**config.mk**
```make
export PLATFORM = sky130hd
export DESIGN_NAME = uart_rx
export DESIGN_NICKNAME = d
export VERILOG_FILES = /design/src/rtl/uart_rx.sv
export SDC_FILE = /design/constraint.sdc
export NUM_CORES = 1
export LEC_CHECK = 0
export ABC_AREA = 0
export CORE_ASPECT_RATIO = 0.8
export CORE_MARGIN = 4
export CORE_UTILIZATION = 46
export CTS_CLUSTER_SIZE = 12
export DETAILED_ROUTE_END_ITERATION = 12
export GPL_ROUTABILITY_DRIVEN = 0
export PLACE_DENSITY_LB_ADDON = 0.15
export SYNTH_ARGS = -nofsm -noshare
export SYNTH_HDL_FRONTEND = slang
export SYNTH_SLANG_ARGS = --single-unit
```
**constraint.sdc**
```tcl
create_clock -name clk -period 2.3 [get_ports clk]
set_input_delay 0.345 -clock clk [delete_from_list [all_inputs] [get_ports clk]]
set_output_delay 0.345 -clock clk [all_outputs]
set_load 0.01 [all_outputs]
```
**src/rtl/uart_rx.sv**
```systemverilog
// 8N1 UART receiver with a phase-accumulator 16x oversample strobe, a two-flop
// input synchroniser, mid-bit sampling and a valid/ready output holding register.
module uart_rx #(
    parameter int          ACC_WIDTH = 32,
    parameter longint unsigned INCREMENT = 13743895,
    parameter int          DATA_BITS = 8
) (
    input  logic                 clk,
    input  logic                 rst_n,
    input  logic                 rx,
    output logic [DATA_BITS-1:0] rx_data,
    output logic                 rx_valid,
    input  logic                 rx_ready,
    output logic                 framing_err,
    output logic                 overrun_err
);

    localparam logic [2:0] IDLE      = 3'd0;
    localparam logic [2:0] START     = 3'd1;
    localparam logic [2:0] DATA      = 3'd2;
    localparam logic [2:0] STOP      = 3'd3;
    localparam logic [2:0] WAIT_HIGH = 3'd4;

    localparam int BCW = (DATA_BITS > 1) ? $clog2(DATA_BITS) : 1;
    localparam logic [BCW-1:0] LAST_BIT = BCW'(DATA_BITS - 1);
    localparam logic [ACC_WIDTH:0] INC = (ACC_WIDTH + 1)'(INCREMENT);

    logic [ACC_WIDTH-1:0] acc_reg;
    logic                 tick_reg;
    logic [ACC_WIDTH:0]   acc_sum;
    logic [1:0]           sync_reg;
    logic                 rx_s;

    logic [2:0]           state_reg, state_next;
    logic [3:0]           os_reg, os_next;
    logic [BCW-1:0]       bit_reg, bit_next;
    logic [DATA_BITS-1:0] shift_reg, shift_next;
    logic                 stop_sample;

    // The carry out of the accumulator is the oversample strobe.
    assign acc_sum = {1'b0, acc_reg} + INC;
    assign rx_s    = sync_reg[1];

    always_ff @(posedge clk or negedge rst_n) begin
        if (!rst_n) begin
            acc_reg  <= '0;
            tick_reg <= 1'b0;
            sync_reg <= 2'b11;
        end else begin
            {tick_reg, acc_reg} <= acc_sum;
            sync_reg <= {sync_reg[0], rx};
        end
    end

    always_comb begin
        state_next  = state_reg;
        os_next     = os_reg;
        bit_next    = bit_reg;
        shift_next  = shift_reg;
        stop_sample = 1'b0;
        if (tick_reg) begin
            case (state_reg)
                IDLE: begin
                    if (!rx_s) begin
                        state_next = START;
                        os_next    = 4'd0;
                    end
                end
                START: begin
                    os_next = os_reg + 4'd1;
                    if (os_reg == 4'd7) begin
                        if (!rx_s) begin
                            state_next = DATA;
                            os_next    = 4'd0;
                            bit_next   = '0;
                        end else begin
                            state_next = IDLE;
                        end
                    end
                end
                DATA: begin
                    os_next = os_reg + 4'd1;
                    if (os_reg == 4'd15) begin
                        // LSB-first: each new bit enters at the top and moves down.
                        shift_next = (shift_reg >> 1) |
                                     (DATA_BITS'(rx_s) << (DATA_BITS - 1));
                        bit_next   = bit_reg + 1'b1;
                        if (bit_reg == LAST_BIT) begin
                            state_next = STOP;
                            os_next    = 4'd0;
                        end
                    end
                end
                STOP: begin
                    os_next = os_reg + 4'd1;
                    if (os_reg == 4'd15) begin
                        stop_sample = 1'b1;
                        state_next  = rx_s ? IDLE : WAIT_HIGH;
                    end
                end
                WAIT_HIGH: begin
                    // A held-low line (break) must return high before a new start.
                    if (rx_s) begin
                        state_next = IDLE;
                    end
                end
                default: state_next = IDLE;
            endcase
        end
    end

    always_ff @(posedge clk or negedge rst_n) begin
        if (!rst_n) begin
            state_reg <= IDLE;
            os_reg    <= 4'd0;
            bit_reg   <= '0;
            shift_reg <= '0;
        end else begin
            state_reg <= state_next;
            os_reg    <= os_next;
            bit_reg   <= bit_next;
            shift_reg <= shift_next;
        end
    end

    always_ff @(posedge clk or negedge rst_n) begin
        if (!rst_n) begin
            rx_data     <= '0;
            rx_valid    <= 1'b0;
            framing_err <= 1'b0;
            overrun_err <= 1'b0;
        end else begin
            framing_err <= stop_sample & ~rx_s;
            overrun_err <= stop_sample & rx_s & rx_valid & ~rx_ready;
            // A handshake in the completing cycle frees the register for the new byte.
            if (stop_sample && rx_s && (!rx_valid || rx_ready)) begin
                rx_data  <= shift_reg;
                rx_valid <= 1'b1;
            end else if (rx_valid && rx_ready) begin
                rx_valid <= 1'b0;
            end
        end
    end

endmodule
```
Word level (Yosys, flattened, before mapping)

Cells that the tools add are included.

$add $sub $neg: 3
Equality and inequality tests: 14
Mux-type cells: 24
Bitwise operators: 7
Reductions and logical operators: 13

Operators by type and width:

| cell                     | count |
|---|---|
| $add A32 B24 Y33 const B | 1 |
| $mux W3                  | 10 |
| $mux W4                  | 5 |
| $pmux W4 S4              | 1 |
| $pmux W3 S5              | 1 |
| $ne A2 B2 Y1 const B     | 7 |
| $or A7 B8 Y8             | 1 |
| $reduce_and A7 Y1        | 1 |
| $eq A3 B2 Y1 const B     | 2 |
| $eq A3 B3 Y1 const B     | 2 |
| $pmux W3 S2              | 1 |
| $reduce_and A3 Y1        | 2 |
| $mux W1                  | 5 |
| $reduce_and A5 Y1        | 1 |
| $add A4 B1 Y4 const B    | 1 |
| $and A1 B1 Y1            | 4 |
| $eq A4 B3 Y1 const B     | 1 |
| $eq A4 B4 Y1 const B     | 1 |
| $reduce_bool A2 Y1       | 2 |
| $reduce_bool A4 Y1       | 1 |
| $add A3 B1 Y3 const B    | 1 |
| $eq A3 B1 Y1 const B     | 1 |
| $logic_and A1 B1 Y1      | 3 |
| $logic_not A3 Y1         | 1 |
| other kinds (4)          | 5 |

Flip-flop bits (word level): 64
Input port bits: 4
Output and inout port bits: 11
Logic and storage cells: 72

Depth between registers and ports, before layout

Gate-level depths: netlist (run 1).

Word-level depth: 7
Mapped depth: 7

Least setup slack after synthesis (run 1)

No wires, ideal clock.

Path type: register -> register
Start point: reg acc_reg[20]
End point: reg acc_reg[23]
Setup time: 0.126 ns
Arrival time: 1.851 ns
Slack: 0.323 ns
Stages on the path, launching flop included: 5
Buffers on the path: 0
Clock period less this slack: 1.977 ns
Cell sequence: dfrtp_1 > or4b_1 > or4_4 > a22o_2 > a221o_1

Cells in the longest elaborated chain, start to end: 1

Ends and longest elaborated chain:

| item                     | line | RTL |
|---|---|---|
| start: declaration       | 28   | `logic [ACC_WIDTH-1:0] acc_reg;` |
| start signal: assignment | 50   | `{tick_reg, acc_reg} <= acc_sum;` |
| $add A32 B24 Y33         | 41   | `assign acc_sum = {1'b0, acc_reg} + INC;` |
| net acc_sum[23]          | 30   | `logic [ACC_WIDTH:0] acc_sum;` |

The timed path passes the listed nets, and every way through them passes these cells.
A chain may end at the register's enable or synchronous reset.

Worst setup path in the final report (run 1)

Start point: reg acc_reg[0]
End point: reg tick_reg

Cells in the longest elaborated chain, start to end: 1

Ends and longest elaborated chain:

| item                   | line | RTL |
|---|---|---|
| $add A32 B24 Y33       | 41   |  |
| net acc_sum[32]        | 30   |  |
| end signal: assignment | 50   |  |
| end: declaration       | 29   | `logic tick_reg;` |

The timed path passes the listed nets, and every way through them passes these cells.

==> flow_metrics.py, run 1 <==
metrics = {
    "setup_path": {
        "worstPathArrival_ns": 2.30,
        "end_kind": "register",
        "cp_slowest_cell": "dfrtp_1",
        "cp.required_ns": 2.54,
        "crit_fanout": 7,
        "ff2ff_path_depth": 7,
        "path_class": "reg -> reg",
        "crit_chain": "inv_1 > ha_1 > nor2b_1 > o21ai_0 > nand4_1 > o21ba_2 > nor3b_1",
        "cpPeakStageDelay_ns": 0.39,
        "crit_path_start_kind": "register",
    },
    "cts": {
        "cts_setup_buffers": 0,
        "cts_buffers": 9,
        "clockRootBuffer": "clkbuf_8",
        "clk_latency_ns": 0.33,
        "h-tree-depth": 3,
        "clockBufferDepth": 2,
        "clkTransAtPathRegs_ns": 0.07,
        "cts_hold_buf": 0,
        "cts_num_sinks": 64,
        "cts_tree": "yes",
        "cts_resized": 0,
    },
    "global_route": {
        "grt_pass1_vias": 1945,
        "grt_first_pass_wirelength_um": 9135,
        "grt_overflow": 0,
        "grt-busiest-layer": "met1",
        "gr-usage-met3_pct": 5.415,
        "met1_usage_pct": 21.39,
        "use_met2_pct": 19.84,
        "grt_max_degree": 41,
        "antenna_found_initial": 0,
        "grt_usage_pct": 14.57,
    },
    "sta": {
        "fin_crit_sh_pct": 89.74,
        "finalSetupTns_ns": 0,
        "hold_violations": 0,
        "tightest_slew_ns": 0.7014,
        "finClkSkew_ns": 0.005694,
        "rsz0062_at_grt": "no",
        "fin_crit_ns": 2.064,
        "finalSetupViolCount": 0,
        "slew_violations": 0,
        "fmax_mhz": 484.5,
        "slew_headroom_pct": 52.88,
    },
    "drt": {
        "first_pass_iters": 4,
        "drt_iter0_drc": 77,
        "wl_per_cell_um": 13.63,
        "via_per_inst": 5.354,
        "antenna_left": 0,
        "vias": 2029,
        "route.detailed.drc": 0,
        "drt_wl_total_um": 5164,
    },
    "layout": {
        "syn2layout_area_growth_pct": 16.89,
        "finalNetCount": 301,
        "largest_reg_flops": 32,
        "antenna_cells": 0,
        "drive_above_1_share_pct": 16.78,
        "stdcell_area_um2": 3447,
    },
    "placed_design": {
        "placed_cell_area_um2": 3212,
        "dp_hpwl_um": 3610,
        "port_buffers": 14,
    },
    "synthesis": {
        "synth_ff_type": "dfrtp_1",
        "async_flop_share_pct": 100.0,
        "synth_edf_count": 0,
        "ys_ff_latch": 64,
        "syn_area_um2": 2949,
        "ys_seq_area_share_pct": 54.39,
        "yosysUniqueCellTypes": 49,
        "syn-instance-count": 268,
        "synth_area_per_cell_um2": 11.00,
        "synthesis.nets": 276,
        "ys.warnings.count": 0,
    },
    "worst_hold_path": {
        "hold_class": "in -> async",
    },
    "floorplan": {
        "num_rows": 25,
        "die-height_um": 79.62,
        "die_area_um2": 7764,
        "io_pins": 15,
        "initial_core_util_pct": 48.60,
        "core_region_area_um2": 6068,
        "die_x_um": 97.52,
    },
    "power_and_ir_drop": {
        "ir_drop_uv": 382.2,
        "leakage_nw": 1.525,
        "power-per-cell-area_nw_per_um2": 667.2,
        "finalPower_mw": 2.300,
    },
    "job": {
        "drv_cap": 0,
    },
    "run_status": {
        "status": "complete, no violations",
    },
}
## Yosys cell counts, types with 3 or more instances
master / number / area share [%]
xnor2_1: 12 / 3.6
nand3_1: 9 / 1.5
dfrtp_1: 62 / 53
clkbuf_1: 7 / 0.89
nor3_1: 5 / 0.85
a21oi_1: 9 / 1.5
o21ai_0: 18 / 3.1
mux2i_1: 3 / 1.0
ha_1: 4 / 1.7
mux2_2: 16 / 6.1
and3_1: 3 / 0.64
nor4_1: 3 / 0.64
nand4_1: 6 / 1.3
nor2b_1: 3 / 0.64
xor2_1: 12 / 3.6
or2_2: 3 / 0.64
a211oi_1: 3 / 0.76
o31ai_1: 5 / 1.3
inv_1: 8 / 1.0
a21o_1: 3 / 0.76
o22ai_1: 3 / 0.64
nor2_1: 19 / 2.4
nand2_1: 20 / 2.5
## path summary, 6_finish.rpt
kind                                   from          end  slack (ns)
worst max-delay path             acc_reg[0]     tick_reg        0.24
worst min-delay path                  rst_n  acc_reg[20]       0.007
worst max register to register   acc_reg[0]     tick_reg        0.24
worst min register to register  sync_reg[0]  sync_reg[1]        0.36
max in group asynchronous             rst_n  sync_reg[1]        1.84
min in group clk                sync_reg[0]  sync_reg[1]        0.36
## layer usage
metal / up-vias / wire length [um]
met3: 2 / 187
met2: 35 / 2181
li1: 1012 / -
met1: 980 / 2776
met4: 0 / 18
met5: - / 0
## per-stage QoR
stage	setup slack (ns)	util [%]	instances	hold slack, ns
floorplan	0.3230	-	268	0.04941
global placement	0.3075	52.93	363	0.3479
detailed placement	0.2933	52.93	363	0.3488
CTS	0.2508	56.80	379	0.01242
global route	0.02961	56.80	379	0.02183
finish	0.2359	56.80	379	0.006662
## logic make-up (layout without fill, tap and decap cells)
kind of cell / Yosys count / after routing / share of synthesized area, %
XOR/XNOR: 24 / 24 / 7.128
buffers and inverters: 15 / 45 / 1.909
AO/OA/AOI/OAI: 60 / 60 / 13.79
adder cells (fa/ha/maj): 4 / 4 / 1.697
flip-flops: 64 / 64 / 54.39
multiplexers: 19 / 19 / 7.128
AND/OR/NAND/NOR: 82 / 82 / 13.96
## power by group
| group | switching (mW) | leakage (nW) | internal [mW] |
|---|---|---|---|
| Sequential | 0.00178 | 0.832 | 1.13 |
| Combinational | 0.0233 | 0.577 | 0.00650 |
| Clock | 0.424 | 0.116 | 0.716 |
## layout make-up
| cell class | count | area, um2 |
|---|---|---|
| Fill cell | 526 | 2621 |
| Tap cell | 81 | 101.3 |
| Clock inverter | 6 | 107.6 |
| Clock buffer | 10 | 127.6 |
| Multi-Input combinational cell | 189 | 1289 |
| Sequential cell | 64 | 1604 |
| Timing Repair Buffer | 21 | 187.7 |
| Inverter | 8 | 30.03 |
## layout by cell type (no fill, tap or decap), types with 6 or more instances in the layout
cell type	n
nand4_1	6
nor2_1	19
o21ai_0	18
xor2_1	12
a21oi_1	9
clkbuf_8	9
nand3_1	9
inv_1	8
xnor2_1	12
buf_4	7
mux2_2	16
clkdlybuf4s50_1	13
dfrtp_1	62
nand2_1	20
## worst max-delay path: cells and delay by family, from the launching register on
| family | cells | cell delay [ns] |
|---|---|---|
| buf+inv | 1 | 0.07 |
| fa+ha+maj | 1 | 0.21 |
| simple gates | 3 | 0.68 |
| compound gates | 2 | 0.62 |
| flops | 1 | 0.39 |
Note: power is estimated with default switching activity, not from simulation.
==> inputs of run 2 (changes only) <==
DONT_BUFFER_PORTS = 1   (was unset)
==> run 2 against run 1 <==
Clock power down 6%. Worst setup slack improved by 0.024 ns. Power shrank 3.1%. Combinational power up 3%. Die area stayed put. Utilization is 1.8 points lower. Count of clock-buffer cells in the layout unchanged. Maximum frequency is 1.2% higher. Critical path depth shrank 2. Sequential share of layout area up 1.5 points.
==> flow_metrics.py, run 2 (synthesized netlist as in run 1, its figures left out) <==
metrics = {
    "cts": {
        "cts_setup_buffers": 0,
        "clkTransAtPathRegs_ns": 0.07,
        "cts_tree": "yes",
        "cts_num_sinks": 64,
        "clk_latency_ns": 0.33,
        "h-tree-depth": 3,
        "cts_buffers": 9,
        "cts_resized": 0,
        "clockBufferDepth": 2,
        "cts_hold_buf": 3,
        "clockRootBuffer": "clkbuf_8",
    },
    "setup_path": {
        "cp.buffers_inverters": 0,
        "end_kind": "register",
        "crit_path_start_kind": "register",
        "cp.required_ns": 2.55,
        "worstPathArrival_ns": 2.29,
        "path_class": "reg -> reg",
        "cpPeakStageDelay_ns": 0.53,
        "crit_cells": 5,
        "cp_top_family": "simple AND/OR/NAND/NOR gates",
        "cp_slowest_cell": "or4b_1",
        "crit_chain": "or4b_1 > or4_4 > a21o_4 > a21oi_1 > xor2_1",
        "crit_fanout": 4,
        "ff2ff_path_depth": 5,
    },
    "drt": {
        "drt_iter0_drc": 103,
        "antenna_left": 0,
        "via_per_inst": 5.455,
        "route.detailed.drc": 0,
        "wl_per_cell_um": 14.67,
        "first_pass_iters": 4,
        "drt_wl_total_um": 5385,
        "vias": 2002,
    },
    "sta": {
        "fmax_mhz": 490.1,
        "finClkSkew_ns": 0.01220,
        "fin_crit_sh_pct": 88.71,
        "slew_violations": 0,
        "slew_headroom_pct": 44.37,
        "hold_slack_ns": 0.2251,
        "fin_crit_ns": 2.040,
        "finalSetupViolCount": 0,
        "tightest_slew_ns": 0.8280,
        "rsz0062_at_grt": "no",
        "hold_violations": 0,
        "finalSetupTns_ns": 0,
    },
    "global_route": {
        "grt_max_degree": 65,
        "grt_first_pass_wirelength_um": 9446,
        "grt_usage_pct": 15.45,
        "grt_pass1_vias": 1942,
        "grt_overflow": 0,
        "antenna_found_initial": 0,
    },
    "layout": {
        "fillCellCount": 542,
        "layout_common_cells": "dfrtp_1 (62), nand2_1 (20), nor2_1 (19)",
        "largest_reg_flops": 32,
        "antenna_cells": 0,
        "syn2layout_area_growth_pct": 13.15,
        "final_common_cell": "dfrtp_1",
        "post-route-util_pct": 54.99,
        "finalNetCount": 289,
        "drive_above_1_share_pct": 17.48,
    },
    "floorplan": {
        "io_pins": 15,
        "num_rows": 25,
        "die_area_um2": 7764,
        "die_x_um": 97.52,
        "initial_core_util_pct": 48.60,
        "core_region_area_um2": 6068,
        "die-height_um": 79.62,
    },
    "worst_hold_path": {
        "hold_class": "in -> reg",
        "whs_path_depth": 2,
    },
    "placed_design": {
        "port_buffers": 0,
        "dp_hpwl_um": 3636,
    },
    "power_and_ir_drop": {
        "power-per-cell-area_nw_per_um2": 667.7,
        "leakage_nw": 1.487,
        "ir_drop_uv": 359.9,
    },
    "job": {
        "drv_cap": 0,
    },
    "run_status": {
        "status": "complete, no violations",
    },
}
## run 2: cell types whose count changed in the layout (fill, tap and decap cells not counted), sizes merged
cell           previous run  this run
clkinv                    2         3
buf                       8         7
bufinv                    3         2
dlygate4sd3               0         2
clkdlybuf4s50            13         0
## run 2: per-layer routing
metal	GRT usage (%)	share of wire, %	vias up
li1	-	-	980
met4	5.394	0.52	0
met5	0	0	-
met3	5.590	4.0	2
met1	22.34	52	991
met2	21.27	43	29
## run 2: report_power, final
| group | switching, mW | total, mW | internal [mW] |
|---|---|---|---|
| logic | 0.0230 | 0.0308 | 0.00786 |
| clock network | 0.433 | 1.07 | 0.634 |
| registers | 0.00176 | 1.13 | 1.13 |
## run 2: final cells by class
class                           instances  area [um2]  share of cell area (%)
Timing Repair Buffer                    9       92.59                   2.775
Multi-Input combinational cell        189        1289                   38.62
Clock buffer                           10       137.6                   4.124
Inverter                                8       30.03                  0.8999
Clock inverter                          6       82.58                   2.475
Sequential cell                        64        1604                   48.07
Tap cell                               81       101.3                   3.037
## run 2: path summary, 6_finish.rpt
| path | from | end | slack, ns |
|---|---|---|---|
| worst max-delay path | acc_reg[16] | acc_reg[29] | 0.26 |
| max in group asynchronous | rst_n | sync_reg[0] | 1.44 |
| worst min-delay path | rx_ready | overrun_err | 0.23 |
| worst max register to register | acc_reg[16] | acc_reg[29] | 0.26 |
| worst min register to register | sync_reg[0] | sync_reg[1] | 0.36 |
| min in group asynchronous | rst_n | bit_reg[0] | 0.55 |
## run 2: per-stage QoR
stage	std cells	setup slack (ns)	power (mW)	cell area (um2)
finish	367	0.2597	2.228	3337
floorplan	268	0.3230	1.153	2949
global route	367	0.08081	2.321	3337
detailed placement	348	0.2788	1.153	3069
CTS	367	0.2652	2.268	3337
global placement	348	0.3043	1.153	3069
==> inputs of run 3 (changes only) <==
CELL_PAD_IN_SITES_DETAIL_PLACEMENT = 1   (was unset)
CELL_PAD_IN_SITES_GLOBAL_PLACEMENT = 1   (was unset)
CTS_BUF_LIST = sky130_fd_sc_hd__clkbuf_2   (was unset)
==> run 3 against run 2 <==
Utilization is 0.76 points lower. Hold slack better by 0.14 ns. Wire length is 17% higher. Power is 10% lower. Cell area is 1.4% lower. Via count is 3.7% higher. Maximum frequency is 6.1% lower. Sequential power hardly changed. Critical path depth stayed put. Non-clock buffer count is 3 higher. Sequential share of layout area is 0.68 points higher.
==> flow_metrics.py, run 3 (synthesized netlist as in run 1, its figures left out) <==
metrics = {
    "run_status": {
        "status": "complete, no violations",
    },
    "setup_path": {
        "crit_path_start_kind": "register",
        "cp.required_ns": 2.74,
        "path_class": "reg -> reg",
        "end_kind": "register",
        "crit_fanout": 7,
        "worstPathArrival_ns": 2.62,
    },
    "layout": {
        "drive_above_1_share_pct": 17.99,
        "syn2layout_area_growth_pct": 11.58,
        "antenna_cells": 0,
        "fillCellCount": 675,
        "stdcell_area_um2": 3291,
        "final_common_cell": "dfrtp_1",
        "finalNetCount": 292,
        "layout_common_cells": "dfrtp_1 (62), nand2_1 (20), nor2_1 (19)",
        "largest_reg_flops": 32,
    },
    "floorplan": {
        "core_region_area_um2": 6068,
        "die_x_um": 97.52,
        "die_area_um2": 7764,
        "initial_core_util_pct": 48.60,
        "num_rows": 25,
        "die-height_um": 79.62,
        "io_pins": 15,
    },
    "placed_design": {
        "placed_cell_area_um2": 3077,
        "dp_hpwl_um": 4185,
        "port_buffers": 0,
        "pre_cts_ws_ns": 0.2195,
    },
    "cts": {
        "cts_num_sinks": 64,
        "clkTransAtPathRegs_ns": 0.20,
        "clockBufferDepth": 2,
        "cts_resized": 0,
        "clk_latency_ns": 0.51,
        "cts_buffers": 9,
        "clockRootBuffer": "clkbuf_2",
        "cts_tree": "yes",
        "h-tree-depth": 3,
    },
    "sta": {
        "finClkSkew_ns": 0.01164,
        "slew_headroom_pct": 60.19,
        "hold_violations": 0,
        "slew_violations": 0,
        "fin_crit_ns": 2.173,
        "rsz0062_at_grt": "no",
        "finalSetupTns_ns": 0,
        "tightest_slew_ns": 0.5909,
        "finalSetupViolCount": 0,
        "fin_crit_sh_pct": 94.49,
        "finalWorstSetupSlack_ns": 0.1268,
        "fmax_mhz": 460.1,
        "hold_slack_ns": 0.3624,
    },
    "drt": {
        "drt_iter0_drc": 72,
        "route.detailed.drc": 0,
        "drt_wl_total_um": 6277,
        "vias": 2077,
        "via_per_inst": 5.614,
        "first_pass_iters": 4,
        "wl_per_cell_um": 16.96,
        "antenna_left": 0,
    },
    "power_and_ir_drop": {
        "leakage_nw": 1.476,
        "ir_drop_uv": 364.1,
        "power-per-cell-area_nw_per_um2": 608.8,
    },
    "job": {
        "drv_cap": 0,
    },
    "global_route": {
        "grt_usage_pct": 17.86,
        "grt_overflow": 0,
        "grt_max_degree": 65,
        "antenna_found_initial": 0,
        "grt_first_pass_wirelength_um": 10920,
        "grt_pass1_vias": 2210,
    },
    "worst_hold_path": {
        "hold_class": "in -> async",
    },
}
[run 3: cell count changes in the layout (fill, tap and decap cells not counted), sizes merged]
cell         delta
buf             +2
inv             +2
clkbuf          -1
clkinvlp        -1
dlygate4sd3     +1
[run 3: path summary, 6_finish.rpt]
path	cells past startpoint	end	slack, ns	start
worst max-delay path	5	acc_reg[27]	0.13	acc_reg[14]
worst min-delay path	2	tick_reg	0.36	rst_n
worst max register to register	5	acc_reg[27]	0.13	acc_reg[14]
worst min register to register	0	sync_reg[1]	0.37	sync_reg[0]
max in group asynchronous	2	sync_reg[0]	1.64	rst_n
min in group clk	1	sync_reg[0]	0.36	rx
[run 3: repair_timing]
action | CTS | global route
endpoints found under the setup margin | 0 | 2
setup buffers | 0 | 1
hold buffers | 4 | 0
endpoints found under the hold margin | 67 | 0
[run 3: area by class of cell]
type	count	area, um2	share of cell area [%]
Clock buffer	9	45.04	1.369
Clock inverter	7	103.9	3.156
Inverter	8	30.03	0.9125
Multi-Input combinational cell	189	1289	39.16
Sequential cell	64	1604	48.75
Tap cell	81	101.3	3.080
Timing Repair Buffer	12	117.6	3.574
[run 3: where the power goes]
| group | total [mW] | switching [mW] | internal, mW | leakage (nW) |
|---|---|---|---|---|
| Combinational | 0.0328 | 0.0238 | 0.00898 | 0.557 |
| Sequential | 1.13 | 0.00175 | 1.13 | 0.832 |
| Clock | 0.839 | 0.465 | 0.374 | 0.0871 |
| Total | 2.00 | 0.491 | 1.51 | 1.48 |
[run 3: metrics by stage]
step           std cells  power (mW)  utilization (%)
2_1_floorplan        268       1.153                -
4_1_cts              369       2.028            54.10
5_1_grt              370       2.082            54.23
6_report             370       2.003            54.23
3_3_place_gp         349       1.153            50.70
3_5_place_dp         349       1.153            50.70
[run 3: per-layer routing]
layer | vias up | GRT usage (%) | wire length [um]
met3 | 11 | 4.017 | 137
met4 | 0 | 8.575 | 127
li1 | 990 | - | -
met5 | - | 0 | 0
met1 | 1055 | 23.68 | 3113
met2 | 21 | 27.91 | 2900
[run 3: worst max-delay path: stages (launching register included)]
cell	delay (ns)
dfrtp_1	0.52
or4b_1	0.49
or4_4	0.46
a21o_4	0.23
a21oi_1	0.20
xor2_1	0.21
